===== src/rtl/tlb_ram_unit.sv =====
// rtl/tlb_ram_unit.sv - TLB entry register file, one sync write port, two async read ports
module tlb_ram_unit #(
    parameter int ENTRIES    = 8,
    parameter int ADR_WIDTH  = 3,
    parameter int DATA_WIDTH = 48
) (
    input  logic                  clk,
    input  logic                  rst,
    input  logic                  wEnable,
    input  logic [0:ADR_WIDTH-1]  writeAdr,
    input  logic [0:DATA_WIDTH-1] dataIn,
    input  logic [0:ADR_WIDTH-1]  readAdrA,
    output logic [0:DATA_WIDTH-1] dataOutA,
    input  logic [0:ADR_WIDTH-1]  readAdrB,
    output logic [0:DATA_WIDTH-1] dataOutB
);

    // One extra bit so that ENTRIES == 2^ADR_WIDTH is representable for the range checks.
    localparam logic [ADR_WIDTH:0] ENTRIES_W = ENTRIES[ADR_WIDTH:0];

    logic [0:DATA_WIDTH-1] entry [0:ENTRIES-1];

    logic writeInRange;
    logic readInRangeA;
    logic readInRangeB;

    assign writeInRange = ({1'b0, writeAdr} < ENTRIES_W);
    assign readInRangeA = ({1'b0, readAdrA} < ENTRIES_W);
    assign readInRangeB = ({1'b0, readAdrB} < ENTRIES_W);

    // Storage update: reset clears every entry at once and overrides any write in flight.
    always_ff @(posedge clk or negedge rst) begin
        if (!rst) begin
            for (int i = 0; i < ENTRIES; i++) begin
                entry[i] <= '0;
            end
        end else if (wEnable && writeInRange) begin
            entry[writeAdr] <= dataIn;
        end
    end

    // Combinational read ports: no bypass, out-of-range indices read as zero.
    always_comb begin
        dataOutA = '0;
        dataOutB = '0;
        if (readInRangeA) begin
            dataOutA = entry[readAdrA];
        end
        if (readInRangeB) begin
            dataOutB = entry[readAdrB];
        end
    end

endmodule


===== config.mk =====
export PLATFORM = sky130hd
export DESIGN_NAME = tlb_ram_unit
export DESIGN_NICKNAME = d
export VERILOG_FILES = /design/src/rtl/tlb_ram_unit.sv
export SDC_FILE = /design/constraint.sdc
export NUM_CORES = 1
export LEC_CHECK = 0
export CAP_MARGIN = 15
export CORE_MARGIN = 8
export CORE_UTILIZATION = 54
export DETAILED_ROUTE_END_ITERATION = 16
export PLACE_DENSITY = 0.82
export SLEW_MARGIN = 10
export SYNTH_ARGS = -nofsm -noshare
export SYNTH_HDL_FRONTEND = slang
export SYNTH_SLANG_ARGS = --single-unit
export TNS_END_PERCENT = 1

===== constraint.sdc =====
create_clock -name clk -period 2.2 [get_ports clk]
set_clock_uncertainty 0.1 [all_clocks]
set_input_delay 0.33 -clock clk [delete_from_list [all_inputs] [get_ports clk]]
set_output_delay 0.33 -clock clk [all_outputs]
set_load 0.05 [all_outputs]

==> impl_metrics.py <==
metrics = {
    "cells_and_area": {
        "fin_nets": 1408,
        "top_regs": "entry: 384 flops",
        "final_common_cell": "dfrtp_1",
        "regMostFlops": "entry",
        "final_layout_size_suffix_gt1_frac": 0.552,
        "fin_util": 0.659,
        "final_cell_mix": "dfrtp_1, mux2_2, mux4_2",
        "largest_reg_flops": 384,
        "area_delta_synth_final_pct": 20.8,
    },
    "logic_synthesis": {
        "syn_inst": 1158,
        "ys_ff_latch": 384,
        "synth_top_area_frac": 0.470,
        "ys_seq_area_frac": 0.470,
        "avgSynthCellArea_um2": 17.7,
        "netlist_area_mm2": 0.0205,
        "yosysWarningCount": 0,
        "post_synth_num_cell_types": 16,
        "synth_area_leaders": "dfrtp_1, mux4_2, mux2_2",
        "yosysTopAreaCell": "dfrtp_1",
        "synth_nets": 1218,
    },
    "die": {
        "die_w_um": 211,
        "io_pins": 156,
        "rows": 71,
        "floorplan.initialDensity": 0.546,
        "die_y_um": 211,
        "coreArea_mm2": 0.0375,
        "dieArea_mm2": 0.0444,
    },
    "power": {
        "peakVddDrop_v": 0.000579,
        "powerDensity_mw_per_mm2": 1020,
        "p_leak_uw": 0.0104,
    },
    "setup_path": {
        "worst_setup_path_end_kind": "primary output",
        "r2r_start": "entry[147]",
        "critPathLaunchType": "register",
        "cp_max_fo": 3,
        "r2r_end": "entry[147]",
        "r2r_slack_ns": 1.19,
        "critPathArrivalTime_ns": 1.90,
        "reg2reg_depth": 2,
        "worstSetupPathType": "reg2out",
        "cp_cell_sequence": "mux4_1 -> mux2_4 -> buf_6",
        "slowest_stage": "mux4_1",
        "cpPeakStageDelay_ns": 0.50,
        "required_ns": 1.77,
    },
    "routing": {
        "via_per_inst": 6.17,
        "routed_wl_um": 48800,
        "drt-initial-drc-count": 667,
        "vias": 11648,
        "dr.pass1.iters": 4,
        "drc": 0,
        "ant_nets": 0,
        "routedWlPerCell_um": 25.9,
    },
    "global_route": {
        "grt_max_degree": 78,
        "grt_overflow": 0,
        "grtUsageTotal": 0.224,
        "grt_pass1_vias": 13034,
        "antenna_found_initial": 3,
        "grt_pass1_wl_um": 77500,
    },
    "timing": {
        "finalHoldViolCount": 0,
        "fin_setup_tns_ns": -7.33,
        "finalSetupViolCount": 96,
        "fin_ws_ns": -0.127,
        "relSlewSlack": 0.667,
        "period_share": 1.06,
        "rsz0062_at_grt": "yes",
        "clock.fmax_mhz": 430,
        "drv_slew": 0,
        "worstMarginPinSlew_ns": 0.500,
        "min_period_ns": 2.33,
    },
    "clocking": {
        "cts_tree": "built",
        "insertion_delay_ns": 0.53,
        "cts.clk_slew.worst_paths_ns": 0.06,
        "clock-sinks": 384,
        "ctsRootBufferMaster": "clkbuf_16",
        "numCtsBuffers": 41,
        "htreeDepth": 2,
        "cts.path.max_buffers": 3,
    },
    "job": {
        "drv_cap": 0,
    },
    "run_status": {
        "status": "complete, but fails checks",
        "violations": "setup timing",
    },
    "place": {
        "portBuffers": 155,
        "place.gp.congestion": 0.778,
        "dp_hpwl_um": 31500,
    },
    "hold_path": {
        "hold_path.class": "in2async",
    },
}
==> stage by stage <==
step	power, uW	cell area, um2	instances	hold WS [ns]	setup WS, ns
final	25300	24700	1887	0.231	-0.127
after global routing	26300	24700	1886	0.254	-0.176
after CTS	25500	24700	1885	0.222	-0.148
after detailed placement	17600	23000	1812	0.197	-0.0852
after global placement	17300	23000	1812	0.196	-0.0719
after floorplan	15300	20500	1158	-0.0656	0.120
==> metal layers <==
metal,track usage,vias to the layer above,share of wire
met5,0,-,0.00027
met4,0.0623,2,0.022
met3,0.0331,79,0.045
met2,0.386,277,0.52
met1,0.294,6341,0.41
li1,-,4949,-
==> timing repair <==
item | CTS | global route
hold buffers | 1 | 0
hold endpoints to repair | 41 | 0
gates resized for setup | 125 | 7
setup buffers | 3 | 0
setup endpoints to repair | 96 | 96
==> final cells by class <==
class                           instances  area (um2)
Clock inverter                         14         279
Antenna cell                            2        5.00
Tap cell                              511         639
Sequential cell                       384        9610
Fill cell                            2568       12800
Timing Repair Buffer                  241        2880
Multi-Input combinational cell        680       10200
Clock buffer                           55        1120
==> critical path: cells and delay by family (launching register included) <==
family,cells,cell delay (ns)
DFF,1,0.40
buffers and inverters,1,0.16
muxes,2,0.81
==> cell usage after synthesis, drive strengths merged <==
master / count
nand4: 1
nor4b: 1
nand4b: 3
and4bb: 3
buf: 67
mux4: 192
mux2: 480
clkbuf: 27
dfrtp: 384
==> cells by family after synthesis <==
| family | share of synthesized area |
|---|---|
| buffers and inverters | 0.0312 |
| and+or+nand+nor | 0.00416 |
| muxes | 0.495 |
| DFF | 0.470 |
==> worst max path at each step <==
stage	startpoint	to	slack, ns	depth (start not counted)
2_1_floorplan	readAdrA[2]	dataOutA[41]	0.12	4
3_3_place_gp	writeAdr[2]	entry[353]	-0.07	5
3_5_place_dp	writeAdr[2]	entry[360]	-0.09	5
4_1_cts	entry[341]	dataOutB[42]	-0.15	3
5_1_grt	entry[98]	dataOutB[45]	-0.18	3
6_report	entry[313]	dataOutA[22]	-0.13	3
==> report_power, final <==
| part | internal (uW) | switching, uW |
|---|---|---|
| Clock | 4490 | 2790 |
| Sequential | 8640 | 1130 |
| Combinational | 4390 | 3860 |
No activity file was read; power rests on OpenSTA's default activity.
